File: src/rtl/cpu_run_controller.sv
// rtl/cpu_run_controller.sv - run controller: reset sequencing, tohost completion, hang/timeout detection, run statistics
//
// Ports:
//   CLOCK, RESET        clock (rising edge) and asynchronous active-low reset
//   start               begin or restart a run (accepted in IDLE and DONE)
//   pc                  core program counter, used for hang detection
//   mem_address         core data-memory address
//   mem_data_in         core store data
//   control_memwrite    core store strobe
//   control_memread     core load strobe
//   core_reset          active-high reset driven to the core
//   running             high while the core is executing
//   done                verdict valid (latched until restart)
//   status              0 none, 1 pass, 2 fail, 3 timeout, 4 hang
//   fail_value          data of a failing tohost store
//   cycle_count, store_count, load_count   saturating run statistics
module cpu_run_controller #(
  parameter int                    ADDR_WIDTH  = 64,
  parameter int                    DATA_WIDTH  = 64,
  parameter int                    CNT_WIDTH   = 32,
  parameter int                    HOLD_CYCLES = 4,
  parameter int                    MAX_CYCLES  = 15,
  parameter int                    STALL_LIMIT = 8,
  parameter logic [ADDR_WIDTH-1:0] TOHOST_ADDR = 64'h0000_0000_0000_00F8,
  parameter logic [DATA_WIDTH-1:0] PASS_VALUE  = 64'h1
) (
  input  logic                  CLOCK,
  input  logic                  RESET,
  input  logic                  start,
  input  logic [ADDR_WIDTH-1:0] pc,
  input  logic [ADDR_WIDTH-1:0] mem_address,
  input  logic [DATA_WIDTH-1:0] mem_data_in,
  input  logic                  control_memwrite,
  input  logic                  control_memread,
  output logic                  core_reset,
  output logic                  running,
  output logic                  done,
  output logic [2:0]            status,
  output logic [DATA_WIDTH-1:0] fail_value,
  output logic [CNT_WIDTH-1:0]  cycle_count,
  output logic [CNT_WIDTH-1:0]  store_count,
  output logic [CNT_WIDTH-1:0]  load_count
);

  typedef enum logic [1:0] {ST_IDLE, ST_HOLD, ST_RUN, ST_DONE} state_t;

  localparam logic [CNT_WIDTH-1:0] LP_ONE       = {{(CNT_WIDTH-1){1'b0}}, 1'b1};
  localparam logic [CNT_WIDTH-1:0] LP_HOLD_LAST = CNT_WIDTH'(HOLD_CYCLES - 1);
  localparam logic [CNT_WIDTH-1:0] LP_MAX       = CNT_WIDTH'(MAX_CYCLES);
  localparam logic [CNT_WIDTH-1:0] LP_STALL     = CNT_WIDTH'(STALL_LIMIT);

  state_t                r_state, w_next;
  logic [1:0]            r_rst_sync;
  logic [CNT_WIDTH-1:0]  r_hold_cnt;
  logic [CNT_WIDTH-1:0]  r_stall_cnt;
  logic [ADDR_WIDTH-1:0] r_pc_prev;
  logic                  r_first;
  logic [CNT_WIDTH-1:0]  w_stall_next, w_cycle_next, w_store_next, w_load_next;
  logic                  w_tohost, w_hang, w_timeout, w_enter_hold;

  function automatic logic [CNT_WIDTH-1:0] sat_inc(input logic [CNT_WIDTH-1:0] v);
    return (&v) ? v : v + LP_ONE;
  endfunction

  // Reset release is only honoured once it has passed through two flops,
  // so the FSM cannot react to a start on the edge where RESET rises.
  always_ff @(posedge CLOCK or negedge RESET) begin
    if (!RESET) r_rst_sync <= 2'b00;
    else        r_rst_sync <= {r_rst_sync[0], 1'b1};
  end

  always_ff @(posedge CLOCK or negedge RESET) begin
    if (!RESET) r_state <= ST_IDLE;
    else        r_state <= w_next;
  end

  always_comb begin
    // The first RUN cycle only primes pc_prev, so the stall count starts at zero there.
    w_stall_next = '0;
    if (!r_first && (pc == r_pc_prev)) w_stall_next = sat_inc(r_stall_cnt);
    w_cycle_next = sat_inc(cycle_count);
    w_store_next = control_memwrite ? sat_inc(store_count) : store_count;
    w_load_next  = control_memread  ? sat_inc(load_count)  : load_count;
    w_tohost     = control_memwrite && (mem_address == TOHOST_ADDR);
    w_hang       = (STALL_LIMIT != 0) && (w_stall_next == LP_STALL);
    w_timeout    = (w_cycle_next == LP_MAX);

    w_next = r_state;
    case (r_state)
      ST_IDLE: if (start && r_rst_sync[1])           w_next = ST_HOLD;
      ST_HOLD: if (r_hold_cnt == LP_HOLD_LAST)       w_next = ST_RUN;
      ST_RUN:  if (w_tohost || w_hang || w_timeout)  w_next = ST_DONE;
      ST_DONE: if (start)                            w_next = ST_HOLD;
      default:                                       w_next = ST_IDLE;
    endcase
    w_enter_hold = (w_next == ST_HOLD) && (r_state != ST_HOLD);
  end

  // Outputs are registered from the next state so they change on the same
  // edge as the state itself.
  always_ff @(posedge CLOCK or negedge RESET) begin
    if (!RESET) begin
      core_reset  <= 1'b1;
      running     <= 1'b0;
      done        <= 1'b0;
      status      <= 3'd0;
      fail_value  <= '0;
      cycle_count <= '0;
      store_count <= '0;
      load_count  <= '0;
      r_hold_cnt  <= '0;
      r_stall_cnt <= '0;
      r_pc_prev   <= '0;
      r_first     <= 1'b1;
    end else begin
      core_reset <= (w_next != ST_RUN);
      running    <= (w_next == ST_RUN);
      done       <= (w_next == ST_DONE);
      if (w_enter_hold) begin
        status      <= 3'd0;
        fail_value  <= '0;
        cycle_count <= '0;
        store_count <= '0;
        load_count  <= '0;
        r_hold_cnt  <= '0;
        r_stall_cnt <= '0;
        r_first     <= 1'b1;
      end else if (r_state == ST_HOLD) begin
        r_hold_cnt <= r_hold_cnt + LP_ONE;
      end else if (r_state == ST_RUN) begin
        cycle_count <= w_cycle_next;
        store_count <= w_store_next;
        load_count  <= w_load_next;
        r_stall_cnt <= w_stall_next;
        r_pc_prev   <= pc;
        r_first     <= 1'b0;
        // Priority: tohost store, then hang, then timeout.
        if (w_tohost) begin
          if (mem_data_in == PASS_VALUE) begin
            status <= 3'd1;
          end else begin
            status     <= 3'd2;
            fail_value <= mem_data_in;
          end
        end else if (w_hang) begin
          status <= 3'd4;
        end else if (w_timeout) begin
          status <= 3'd3;
        end
      end
    end
  end

endmodule

File: config.mk
export PLATFORM = sky130hd
export DESIGN_NAME = cpu_run_controller
export DESIGN_NICKNAME = d
export VERILOG_FILES = /design/src/rtl/cpu_run_controller.sv
export SDC_FILE = /design/constraint.sdc
export NUM_CORES = 1
export LEC_CHECK = 0
export BUFFER_PORTS_ARGS = -buffer_cell sky130_fd_sc_hd__clkbuf_2
export CAP_MARGIN = 20
export CORE_MARGIN = 1.5
export CORE_UTILIZATION = 40
export DETAILED_ROUTE_END_ITERATION = 8
export PLACE_DENSITY_LB_ADDON = 0.12
export SETUP_SLACK_MARGIN = 0.15
export SYNTH_ARGS = -nofsm -noshare
export SYNTH_HDL_FRONTEND = slang
export SYNTH_SLANG_ARGS = --single-unit
File: constraint.sdc
create_clock -name CLOCK -period 5.5 [get_ports CLOCK]
set_clock_uncertainty 0.2 [all_clocks]
set_input_delay 0.55 -clock CLOCK [delete_from_list [all_inputs] [get_ports CLOCK]]
set_output_delay 0.55 -clock CLOCK [all_outputs]
set_load 0.005 [all_outputs]
Word level (Yosys, flattened, before mapping)
Cells that the tools add are included.

Bitwise logic cells: 2. $add $sub $neg: 5. Reductions and logical operators: 24. Muxes and demuxes: 41. Equality and inequality tests: 18.

Operator list (number): 2-to-1 mux 32 bit (21); 2-to-1 mux 64 bit (5); adder 32 x 1 -> 32 bit (second input constant) (5); AND reduction 32 bit (4); equality test 32 x 4 -> 1 bit (second input constant) (2); equality test 64 x 1 -> 1 bit (second input constant) (1); equality test 64 bit (1); equality test 64 x 8 -> 1 bit (second input constant) (1); equality test 32 x 2 -> 1 bit (second input constant) (1); 2-to-1 mux 3 bit (6); AND reduction 4 bit (3); 2-to-1 mux 2 bit (5); inequality test 2 bit (second input constant) (5); nonzero test 2 bit (5); equality test 2 bit (second input constant) (4); case mux 2 bit (4 select lines) (1); AND reduction 3 bit (2); equality test 2 x 1 -> 1 bit (second input constant) (2); logical AND 1 bit (4); nonzero test 4 bit (1); 2-to-1 mux 1 bit (3); logical NOT 2 bit (1); logical OR 1 bit (2); inequality test 2 x 1 -> 1 bit (second input constant) (1); 3 further kinds (4).

Bits of input ports: 197. Register bits after elaboration: 299. Logic and storage cells: 104. Output and inout port bits: 166.

Logic depth before layout (Yosys ltp)
Gate-level depths: netlist of the first run.

Depth in word-level cells: 12. Depth in mapped cells: 13. Depth with buffers taken out: 11.

Worst setup path after synthesis of the first run
No wires, ideal clock.

Kind: register -> register. Start: register cycle_count[0]. End: register status[1]. Setup time: 94 ps. Clock period less this slack: 3299 ps. Required time: 5206 ps. Slack: 2201 ps. Arrival: 3005 ps. Buffers on the path: 2. Stages on the path, launching flop included: 14. Cell sequence: dfrtp_1 > ha_1 > and3_1 > buf_4 > nand4_4 > nor4_2 > buf_2 > o31ai_1 > a221o_1 > a2111oi_2 > nand4_1 > nand2_1 > o21ai_2 > a221oi_2.

Word-level cells in the longest chain between the ends: 10. Elaborated cells on any way between the ends: 14. Those cells by class: add/sub (1); eq/ne (3); mux (4); reduce/logical (6).

Ends and longest elaborated chain: from (decl) (line 40) `output logic [CNT_WIDTH-1:0] cycle_count,`; from (signal assigned) (line 131) `cycle_count <= w_cycle_next;`; adder 32 x 1 -> 32 bit / AND reduction 32 bit (equally long branches) (line 62) `return (&v) ? v : v + LP_ONE;`; 2-to-1 mux 32 bit (*) (line 62); equality test 32 x 4 -> 1 bit (*) (line 86) `w_timeout = (w_cycle_next == LP_MAX);`; logical OR 1 bit (line 92) `ST_RUN: if (w_tohost || w_hang || w_timeout) w_next = ST_DONE;`; 2-to-1 mux 2 bit (line 92); case mux 2 bit (4 select lines) (line 89) `case (r_state)`; equality test 2 x 1 -> 1 bit (line 96) `w_enter_hold = (w_next == ST_HOLD) && (r_state != ST_HOLD);`; logical AND 1 bit (line 96); nonzero test 4 bit (no line), or another cell as far along; AND reduction 3 bit (no line); to (signal assigned) (line 106) `status <= 3'd0;`; to (signal assigned) (line 120) `status <= 3'd0;`; to (signal assigned) (line 140) `status <= 3'd1;`; to (decl) (line 38) `output logic [2:0] status,`.

Mark *: on every way between the ends. The rest lies on a longest branch, timed or not. A chain may end at the register's enable or synchronous reset.

Worst setup path in the final report of the first run
Ends and elaborated chain as after synthesis.

==> metrics.md, run 1 <==
| Metric | Value |
|---|---|
| Main synth FF type | dfrtp_1 |
| Reg-to-reg endpoint | status[1]$_DFFE_PN0P_ |
| Fin crit period | ~4.0 ns |
| Number of warnings issued by yosys | 0 |
| Maximum fanout along the worst path | 9 |
| IR drop worst, VDD | ~0.17 mV |
| Dpl cells | ~2.7k |
| TritonCTS clock tree | yes |
| Detailed-routing iteration count for the pre-antenna-repair pass | 7 |
| Total nets after synthesis | a little over 2k |
| Buffer levels on the longest clock path | 3 |
| Antenna Violating Nets Remaining | 0 |
| Cell Pwr Density | approximately 260 nW/um^2 |
| DRC Markers | 0 |
| Type of the tightest min-delay check | primary input to flip-flop |
| Synth unique cells | 77 |
| Max-slew violation total from the final report | 0 |
| Final number of setup-violating endpoints | 0 |
| Via count of the first global-routing pass | between 10k and 15k |
| Synthesized area | 15910 sq um |
| Area grow syn2layout | 25.25% |
| Initial antenna violation count | 3 |
| Clock transition at the registers of the reported paths | 0.06 ns |
| Critical Path Source Type | flip-flop |
| Worst reg2reg path depth | 12 |
| Critical path origin | cycle_count[0]$_DFFE_PN0P_ |
| Sinks on the clock net | about 300 |
| Unrepaired setup endpoints after global routing | no |
| Kind of end point of the critical path | flip-flop |
| End point of the critical path | status[1]$_DFFE_PN0P_ |
| Overall global routing resource usage | 0.2358 |
| Setup TNS | 0 ns |
| CTS root buffer | clkbuf_16 |
| Net count of the finished layout | 2437 |
| Synthesized netlist cell count | 1853 |
| Worst slew slack as a fraction of its limit | 0.4508 |
| Count of state elements after synthesis | between 200 and 300 |
| TritonCTS buffer count | 36 |
| Sequential-to-total area share from yosys stat | 0.4705 |
| Routed len/inst | about 17 microns |
| Layout cell share with drive strength beyond 1 | 0.2101 |
| Count of routing violations after the opening detailed-route iteration | between 800 and 900 |
| Proportion of register bits with asynchronous set or reset after synthesis | 1.000 |
| Number of violations of the max-capacitance limit | 0 |
| Deepest level of the CTS H-tree | 2 |
| Die footprint | 40970 sq um |
| Ports placed on the boundary | between 300 and 400 |
| Die W | 202.4 microns |
| Count of flip-flops with a built-in enable after synthesis | 0 |
| Data required time of the worst path | approximately 5.7 ns |
| Overflow after GRT | 0 |
| Total leakage power | 9.244 nW |
| Total power after layout | between 5 and 6 mW |
| Final RePlAce weighted congestion | about 0.92 |
| # rows | 72 |
| Startpoint of the lowest-slack register-to-register path | cycle_count[0]$_DFFE_PN0P_ |
| Flop2flop setup slack | between 1.5 and 2 ns |
| Via total after detailed routing | 14.80k |
| Via-per-instance ratio | around 5.3 |
| Die Ht | between 200 and 250 microns |
| Worst slack on hold paths | 0.03519 ns |
| Final WL | 47850 microns |
| IO Port Bufs | 362 |
| Standard cell core area | roughly 39000 sq um |
| Detailed-placement wirelength estimate | about 34000 microns |
| Synthesized area per cell | about 8.6 sq um |
| Clock Latency Late Sink | ~0.56 ns |
| CP Data Arrival Time | 4.24 ns |
| Critical path start-end classification | flip-flop to flip-flop |
| Achievable clock frequency | 250.0 MHz |
| Layout Cells excl Fill | between 2k and 3k |
| Share of the cycle needed by the critical path after routing | 0.7272 |
| Worst Tran Pin Value | between 0.8 and 0.9 ns |
| Starting Density | 0.4088 |
| Hold violation total from the final report | 0 |
| Global-route wire length before repair | just under 80000 microns |
| Largest net degree at the start of global routing | 100 |
| Result of the run | complete, no violations |
-- worst max-delay path: stages (launching register included) --
cell and delay (ns):
dfrtp_1 0.45, ha_1 0.27, and3_1 0.40, nand4_4 0.22, nor4_2 0.59, buf_4 0.27, o31ai_1 0.09, a221o_1 0.37
a2111oi_2 0.28, nand4_1 0.26, nand2_1 0.15, o21ai_2 0.08, a221oi_2 0.28
-- report_power, final --
group / total, mW / switching, mW / leakage [nW] / internal [mW]
clock network: 2.40 / 0.986 / 0.578 / 1.42
logic: 0.405 / 0.208 / 4.96 / 0.197
registers: 2.36 / 0.0882 / 3.70 / 2.27
total: 5.17 / 1.28 / 9.24 / 3.89
-- final cells by class --
type	instances	area, sq um
Timing Repair Buffer	438	2555
Inverter	29	108.9
Clock inverter	15	190.2
Clock buffer	49	989.7
Antenna cell	3	7.507
Fill cell	3793	18990
Tap cell	518	648.1
Multi-Input combinational cell	1431	7940
Sequential cell	299	7485
-- synth_stat cells, types with 32 or more instances --
library cell	n	share of area
a21oi_1	137	0.043
and3_1	33	0.013
clkbuf_1	75	0.018
dfrtp_1	297	0.47
nand2_1	415	0.098
nand3_1	74	0.023
nand4_1	59	0.023
nor2_1	155	0.037
nor3_1	38	0.012
nor4_1	50	0.020
o21ai_0	86	0.027
or3_1	32	0.013
xnor2_1	65	0.036
xor2_1	87	0.048
-- repair_timing --
| item | CTS | global route |
|---|---|---|
| setup buffers | 0 | 0 |
| gates resized for setup | 0 | 0 |
| setup endpoints to repair | 0 | 0 |
| hold buffers | 60 | 0 |
| endpoints found under the hold margin | 146 | 0 |
-- state kept, by name, summed over array words and instances, names as in the netlist --
name and flops:
core_reset 1, cycle_count 32, done 1, fail_value 64
load_count 32, r_first 1, r_hold_cnt 32, r_pc_prev 64
r_rst_sync 2, r_stall_cnt 32, r_state 2, running 1
status 3, store_count 32
-- worst min path at each step --
stage | startpoint | end | slack [ns] | cells after the start
after floorplan | RESET | cycle_count[0]$_DFFE_PN0P_ | 0.05 | 0
after CTS | mem_data_in[42] | fail_value[42]$_DFFE_PN0P_ | 0.002 | 3
after global placement | r_rst_sync[0]$_DFF_PN0_ | r_rst_sync[1]$_DFF_PN0_ | 0.14 | 0
after global routing | pc[7] | r_pc_prev[7]$_DFFE_PN0P_ | 0.02 | 3
final | pc[7] | r_pc_prev[7]$_DFFE_PN0P_ | 0.04 | 3
after detailed placement | r_rst_sync[0]$_DFF_PN0_ | r_rst_sync[1]$_DFF_PN0_ | 0.14 | 0
-- cells by family (layout without fill, tap and decap cells) --
| group | Yosys count | count (layout) | synth area share |
|---|---|---|---|
| other cells | 1 | 4 | 0.0002357 |
| flops | 299 | 299 | 0.4705 |
| mux | 11 | 11 | 0.006922 |
| buf+inv | 123 | 531 | 0.03193 |
| compound gates | 291 | 291 | 0.1056 |
| xor+xnor | 152 | 152 | 0.08369 |
| fa+ha+maj | 5 | 5 | 0.003933 |
| simple gates | 971 | 971 | 0.2972 |
-- cell usage in the layout (no fill, tap or decap), types with 12 or more instances in the layout --
cell type / netlist / routed
nand2_1: 415 / 414
clkbuf_2: 4 / 361
dfrtp_1: 297 / 297
nor2_1: 155 / 155
a21oi_1: 137 / 137
xor2_1: 87 / 87
o21ai_0: 86 / 86
nand3_1: 74 / 74
xnor2_1: 65 / 65
dlygate4sd3_1: 0 / 60
nand4_1: 59 / 59
nor4_1: 50 / 50
nor3_1: 38 / 37
clkbuf_16: 0 / 36
and3_1: 33 / 33
or3_1: 32 / 32
inv_1: 29 / 29
and4_1: 23 / 23
nor2b_1: 18 / 17
buf_4: 3 / 15
nand3b_1: 12 / 12
-- metrics by stage --
stage / area, sq um / setup slack [ns] / utilization
floorplan: 15910 / 2.201 / -
global placement: 18130 / 1.393 / 0.4658
detailed placement: 18130 / 1.237 / 0.4658
CTS: 19910 / 1.220 / 0.5116
global route: 19920 / 1.190 / 0.5120
finish: 19920 / 1.501 / 0.5120
-- routing by layer --
layer,global-route usage,part of all wire
met3,0.04757,0.059
met1,0.3119,0.44
met5,0,0
met4,0.09974,0.035
met2,0.3760,0.47
(Power assumes the default switching activity.)
==> run 2: changes to the inputs <==
clock period = 4 ns   (was 5.5 ns; I/O delays follow)
==> metrics.md, run 2 (synthesis gave the netlist of run 1 again) <==
| Metric | Value |
|---|---|
| Result of the run | complete, no violations (unchanged) |
| CTS root buffer | clkbuf_16 (unchanged) |
| Critical Path Source Type | flip-flop (unchanged) |
| IR drop worst, VDD | 0.2009 mV (was 0.1672 mV) |
| Via total after detailed routing | 15.37k (was 14.80k) |
| Cell with the largest stage delay on the worst path | or4_1 (was nor4_2) |
| Total leakage power | 9.637 nW (was 9.244 nW) |
| Kind of end point of the critical path | flip-flop (unchanged) |
| Number of violations of the max-capacitance limit | 0 (unchanged) |
| TritonCTS clock tree | yes (unchanged) |
| Routed len/inst | 17.31 microns (was 17.20 microns) |
| Cell Pwr Density | 334.4 nW/um^2 (was 259.5 nW/um^2) |
| Overall global routing resource usage | 0.2426 (was 0.2358) |
| CP Data Arrival Time | 3.91 ns (was 4.24 ns) |
| Buffer levels on the longest clock path | 3 (unchanged) |
| Final Cell Area | 20760 sq um (was 19920 sq um) |
| Fin crit period | 3.672 ns (was 3.999 ns) |
| Count of routing violations after the opening detailed-route iteration | 1010 (was 864) |
| Startpoint of the lowest-slack register-to-register path | cycle_count[0]$_DFFE_PN0P_ (unchanged) |
| TritonCTS buffer count | 35 (was 36) |
| Area grow syn2layout | 30.49% (was 25.25%) |
| Ports placed on the boundary | 363 (unchanged) |
| Via count of the first global-routing pass | 15.24k (was 14.60k) |
| Initial antenna violation count | 1 (was 3) |
| Die W | 202.4 microns (unchanged) |
| Max-slew violation total from the final report | 0 (unchanged) |
| Hold Path Depth | 0 (was 3) |
| Data required time of the worst path | 4.24 ns (was 5.74 ns) |
| Final WL | 49630 microns (was 47850 microns) |
| End point of the critical path | status[1]$_DFFE_PN0P_ (unchanged) |
| Final Core Density | 0.5334 (was 0.5120) |
| Worst reg2reg path depth | 12 (unchanged) |
| Biggest registers after layout | fail_value x64, r_pc_prev x64 (unchanged) |
| Sinks on the clock net | 299 (unchanged) |
| Worst Tran Pin Value | 0.9070 ns (was 0.8239 ns) |
| Die footprint | 40970 sq um (unchanged) |
| Share of the cycle needed by the critical path after routing | 0.9180 (was 0.7272) |
| Hold violation total from the final report | 0 (unchanged) |
| IO Port Bufs | 362 (unchanged) |
| Layout cell share with drive strength beyond 1 | 0.2112 (was 0.2101) |
| Setup WS post-layout | 0.3282 ns (was 1.501 ns) |
| Net count of the finished layout | 2526 (was 2437) |
| DRC Markers | 0 (unchanged) |
| Setup TNS | 0 ns (unchanged) |
| Most used cells in the layout excluding fill and tap cells | nand2_1 (414), clkbuf_2 (361), dfrtp_1 (297) (unchanged) |
| Worst-path cell chain | ha_1 > and3_1 > nand4_4 > nor4_2 > buf_4 > or4_1 > a221o_1 > a2111oi_2 > nand4_1 > nand2_1 > o21ai_2 > a221oi_2 (was ha_1 > and3_1 > nand4_4 > nor4_2 > buf_4 > o31ai_1 > a221o_1 > a2111oi_2 > nand4_1 > nand2_1 > o21ai_2 > a221oi_2) |
| Overflow after GRT | 0 (unchanged) |
| Detailed-placement wirelength estimate | 35000 microns (was 34170 microns) |
| Pre-CTS setup slack | 0.3036 ns (was 1.237 ns) |
| Worst slew slack as a fraction of its limit | 0.3953 (was 0.4508) |
| Commonest non-fill, non-tap cell in the layout | nand2_1 (unchanged) |
| Unrepaired setup endpoints after global routing | no (unchanged) |
| Largest net degree at the start of global routing | 116 (was 100) |
| Global-route wire length before repair | 81030 microns (was 78470 microns) |
| Achievable clock frequency | 272.3 MHz (was 250.0 MHz) |
| Standard cell core area | 38920 sq um (unchanged) |
| Clock Latency Late Sink | 0.54 ns (was 0.56 ns) |
| Critical path origin | cycle_count[0]$_DFFE_PN0P_ (unchanged) |
| Detailed-routing iteration count for the pre-antenna-repair pass | 5 (was 7) |
| Antenna Violating Nets Remaining | 0 (unchanged) |
| Deepest level of the CTS H-tree | 2 (unchanged) |
| Critical path start-end classification | flip-flop to flip-flop (unchanged) |
| Clock transition at the registers of the reported paths | 0.06 ns (about the same) |
| Final RePlAce weighted congestion | 0.9358 (was 0.9202) |
| Type of the tightest min-delay check | flip-flop to flip-flop (was primary input to flip-flop) |
| Maximum fanout along the worst path | 13 (was 9) |
| Cell area after placement | 18310 sq um (was 18130 sq um) |
| Via-per-instance ratio | 5.362 (was 5.320) |
| Flop2flop setup slack | 0.33 ns (was 1.50 ns) |
| Final number of setup-violating endpoints | 0 (unchanged) |
| # rows | 72 (unchanged) |
| Biggest cell delay along the critical path | 0.54 ns (was 0.59 ns) |
| Starting Density | 0.4088 (unchanged) |
| Reg-to-reg endpoint | status[1]$_DFFE_PN0P_ (unchanged) |
| Die Ht | 202.4 microns (unchanged) |
## run 2: final cells by class
class                      instances  area [sq um]
antenna                            1         2.502
clock buffer                      50          1013
clock inverter                    11         70.07
fill                            3595         18160
inverter                          29         108.9
multi-input combinational       1431          7986
sequential                       299          7485
tap                              518         648.1
timing repair buffer             528          3443
## run 2: metal layers
metal	routed length, microns	part of all wire	global-route usage	vias to the layer above
met3	3580	0.072	0.05627	108
li1	-	-	-	7367
met2	22320	0.45	0.3770	544
met1	21990	0.44	0.3289	7355
met5	0	0	0	-
met4	1733	0.035	0.09127	0
## run 2: how the worst min path moves through the flow
stage                                 start                         end  slack [ns]
global route        r_rst_sync[0]$_DFF_PN0_     r_rst_sync[1]$_DFF_PN0_        0.16
finish              r_rst_sync[0]$_DFF_PN0_     r_rst_sync[1]$_DFF_PN0_        0.15
global placement    r_rst_sync[0]$_DFF_PN0_     r_rst_sync[1]$_DFF_PN0_        0.14
floorplan                             RESET  cycle_count[0]$_DFFE_PN0P_        -0.1
detailed placement  r_rst_sync[0]$_DFF_PN0_     r_rst_sync[1]$_DFF_PN0_        0.15
CTS                 r_rst_sync[0]$_DFF_PN0_     r_rst_sync[1]$_DFF_PN0_        0.15
## run 2: worst max-delay path, delay by kind of cell, from the launching register on
kind                     cells  cell delay (ns)
buffers and inverters        1             0.19
AO/OA/AOI/OAI                4             1.05
flip-flops                   1             0.40
AND/OR/NAND/NOR              6             1.45
adder cells (fa/ha/maj)      1             0.27
## run 2: where the power goes
part / switching [mW] / internal, mW
combinational: 0.308 / 0.319
clock: 1.30 / 1.77
sequential: 0.122 / 3.12
total: 1.73 / 5.21
## run 2: timing repair
item	4_1_cts	5_1_grt
setup endpoints to repair	0	6
setup buffers	0	2
gates resized for setup	0	7
hold buffers	130	0
endpoints found under the hold margin	219	0
## run 2: stage by stage
| stage | hold WS, ns | power (mW) | cells |
|---|---|---|---|
| floorplan | -0.09559 | 3.485 | 1853 |
| global placement | 0.1372 | 3.813 | 2673 |
| detailed placement | 0.1450 | 3.829 | 2673 |
| CTS | 0.1471 | 7.037 | 2864 |
| global route | 0.1620 | 7.245 | 2867 |
| finish | 0.1468 | 6.941 | 2867 |
==> run 3: changes to the inputs <==
clock period = 4.05 ns   (was 4 ns; I/O delays follow)
==> metrics.md, run 3 (synthesis gave the netlist of run 1 again) <==
| Metric | Value |
|---|---|
| Result of the run | complete, no violations (unchanged) |
| TritonCTS buffer count | 36 (was 35) |
| Startpoint of the lowest-slack register-to-register path | cycle_count[4]$_DFFE_PN0P_ (was cycle_count[0]$_DFFE_PN0P_) |
| Die footprint | 40970 sq um (unchanged) |
| Start point of the worst min-delay path | r_rst_sync[0]$_DFF_PN0_ (unchanged) |
| Overflow after GRT | 0 (unchanged) |
| Clock transition at the registers of the reported paths | 0.06 ns (about the same) |
| Total leakage power | 9.681 nW (was 9.637 nW) |
| Global-route wire length before repair | 81720 microns (was 81030 microns) |
| CTS root buffer | clkbuf_16 (unchanged) |
| Setup TNS | 0 ns (unchanged) |
| Critical Path Source Type | flip-flop (unchanged) |
| Worst slack on hold paths | 0.1483 ns (was 0.1468 ns) |
| Data required time of the worst path | 4.29 ns (was 4.24 ns) |
| Top cell by count, worst path | and3_1 |
| Standard cell core area | 38920 sq um (unchanged) |
| Biggest cell delay along the critical path | 0.53 ns (was 0.54 ns) |
| Deepest level of the CTS H-tree | 2 (unchanged) |
| DRC Markers | 0 (unchanged) |
| Critical path origin | cycle_count[4]$_DFFE_PN0P_ (was cycle_count[0]$_DFFE_PN0P_) |
| Worst-path cell chain | and3_1 > and3_1 > nand3_4 > or4_1 > a221o_1 > a2111oi_2 > nand4_1 > nand2_1 > o21ai_2 > a221oi_2 (was ha_1 > and3_1 > nand4_4 > nor4_2 > buf_4 > or4_1 > a221o_1 > a2111oi_2 > nand4_1 > nand2_1 > o21ai_2 > a221oi_2) |
| Detailed-routing iteration count for the pre-antenna-repair pass | 6 (was 5) |
| Top routing layer in use | met4 (unchanged) |
| Area grow syn2layout | 31.18% (was 30.49%) |
| Buffer levels on the longest clock path | 3 (unchanged) |
| Final number of setup-violating endpoints | 0 (unchanged) |
| Max-slew violation total from the final report | 0 (unchanged) |
| Kind of end point of the critical path | flip-flop (unchanged) |
| Via-per-instance ratio | 5.310 (was 5.362) |
| Hold violation total from the final report | 0 (unchanged) |
| Cell with the largest stage delay on the worst path | or4_1 (unchanged) |
| TritonCTS clock tree | yes (unchanged) |
| Critical path start-end classification | flip-flop to flip-flop (unchanged) |
| Worst slew slack as a fraction of its limit | 0.3714 (was 0.3953) |
| Cell Pwr Density | 341.7 nW/um^2 (was 334.4 nW/um^2) |
| Maximum fanout along the worst path | 9 (was 13) |
| Fill cell count | 3661 (was 3595) |
| Initial antenna violation count | 1 (unchanged) |
| Share of the cycle needed by the critical path after routing | 0.9093 (was 0.9180) |
| Type of the tightest min-delay check | flip-flop to flip-flop (unchanged) |
| IO Port Bufs | 362 (unchanged) |
| Routed len/inst | 17.46 microns (was 17.31 microns) |
| Number of violations of the max-capacitance limit | 0 (unchanged) |
| Via total after detailed routing | 15.22k (was 15.37k) |
| Detailed-placement wirelength estimate | 35350 microns (was 35000 microns) |
| Most used cells in the layout excluding fill and tap cells | nand2_1 (414), clkbuf_2 (361), dfrtp_1 (297) (unchanged) |
| Met2 wirelength from detailed routing | 23190 microns (was 22320 microns) |
| Unrepaired setup endpoints after global routing | no (unchanged) |
| Worst Tran Pin Value | 0.9343 ns (was 0.9070 ns) |
| # rows | 72 (unchanged) |
| Achievable clock frequency | 271.5 MHz (was 272.3 MHz) |
| Die W | 202.4 microns (unchanged) |
| IR drop worst, VDD | 0.2391 mV (was 0.2009 mV) |
| Antenna Violating Nets Remaining | 0 (unchanged) |
| Fin crit period | 3.683 ns (was 3.672 ns) |
| Count of routing violations after the opening detailed-route iteration | 920 (was 1010) |
| Commonest non-fill, non-tap cell in the layout | nand2_1 (unchanged) |
| Largest net degree at the start of global routing | 121 (was 116) |
| Total routed wire length on the met1 layer | 22590 microns (was 21990 microns) |
| Net count of the finished layout | 2522 (was 2526) |
| Biggest registers after layout | fail_value x64, r_pc_prev x64 (unchanged) |
| Layout cell share with drive strength beyond 1 | 0.2114 (was 0.2112) |
| Overall global routing resource usage | 0.2456 (was 0.2426) |
| Final RePlAce weighted congestion | 0.9191 (was 0.9358) |
| Ports placed on the boundary | 363 (unchanged) |
| Clock Latency Late Sink | 0.56 ns (was 0.54 ns) |
| Die Ht | 202.4 microns (unchanged) |
| Via count of the first global-routing pass | 15.08k (was 15.24k) |
| CP Data Arrival Time | 3.93 ns (was 3.91 ns) |
| Starting Density | 0.4088 (unchanged) |
| Metal3 WL | 3075 microns (was 3580 microns) |
| Final WL | 50040 microns (was 49630 microns) |
| Sinks on the clock net | 299 (unchanged) |
-- run 3: area by class of cell --
class | count | area (sq um) | share of cell area
Inverter | 29 | 108.9 | 0.005216
Multi-Input combinational cell | 1431 | 7984 | 0.3826
Sequential cell | 299 | 7485 | 0.3587
Antenna cell | 2 | 5.005 | 0.0002398
Clock buffer | 54 | 1110 | 0.05318
Clock inverter | 10 | 108.9 | 0.005216
Timing Repair Buffer | 523 | 3418 | 0.1638
Tap cell | 518 | 648.1 | 0.03106
-- run 3: timing repair --
action / CTS / global route
resized for setup: 0 / 6
buffers inserted: 0 / 4
hold buffers: 130 / 0
hold endpoints to repair: 219 / 0
endpoints found under the setup margin: 0 / 6
-- run 3: path summary, 6_finish.rpt --
| check | endpoint | slack [ns] | cells past startpoint |
|---|---|---|---|
| setup / recovery | status[1]$_DFFE_PN0P_ | 0.37 | 10 |
| hold / removal | r_rst_sync[1]$_DFF_PN0_ | 0.15 | 0 |
| max in group asynchronous | load_count[28]$_DFFE_PN0P_ | 2.45 | 3 |
| setup reg to reg | status[1]$_DFFE_PN0P_ | 0.37 | 10 |
| hold reg to reg | r_rst_sync[1]$_DFF_PN0_ | 0.15 | 0 |
| min in group asynchronous | r_pc_prev[53]$_DFFE_PN0P_ | 0.28 | 2 |
-- run 3: routing by layer --
metal / track usage / vias to the layer above
met2: 0.3876 / 424
met3: 0.05224 / 70
met1: 0.3380 / 7354
met5: 0 / -
li1: - / 7371
met4: 0.07434 / 0
-- run 3: stage by stage --
| stage | std cells | util | power, mW | setup slack, ns | cell area [sq um] |
|---|---|---|---|---|---|
| after floorplan | 1853 | - | 3.442 | 0.7511 | 15910 |
| after global routing | 2865 | 0.5361 | 7.430 | 0.1601 | 20870 |
| after CTS | 2860 | 0.5342 | 7.233 | 0.2343 | 20790 |
| final | 2866 | 0.5362 | 7.131 | 0.3672 | 20870 |
| after global placement | 2666 | 0.4694 | 3.766 | 0.3271 | 18270 |
| after detailed placement | 2666 | 0.4694 | 3.778 | 0.2460 | 18270 |
-- run 3: where the power goes --
group,total (mW),internal [mW],switching (mW)
clock network,3.31,1.97,1.33
registers,3.21,3.09,0.120
logic,0.617,0.315,0.302
-- run 3: worst max-delay path: cells and delay by family, from the launching register on --
family / cells / cell delay (ns)
flops: 1 / 0.45
compound gates: 4 / 1.02
simple gates: 6 / 1.89
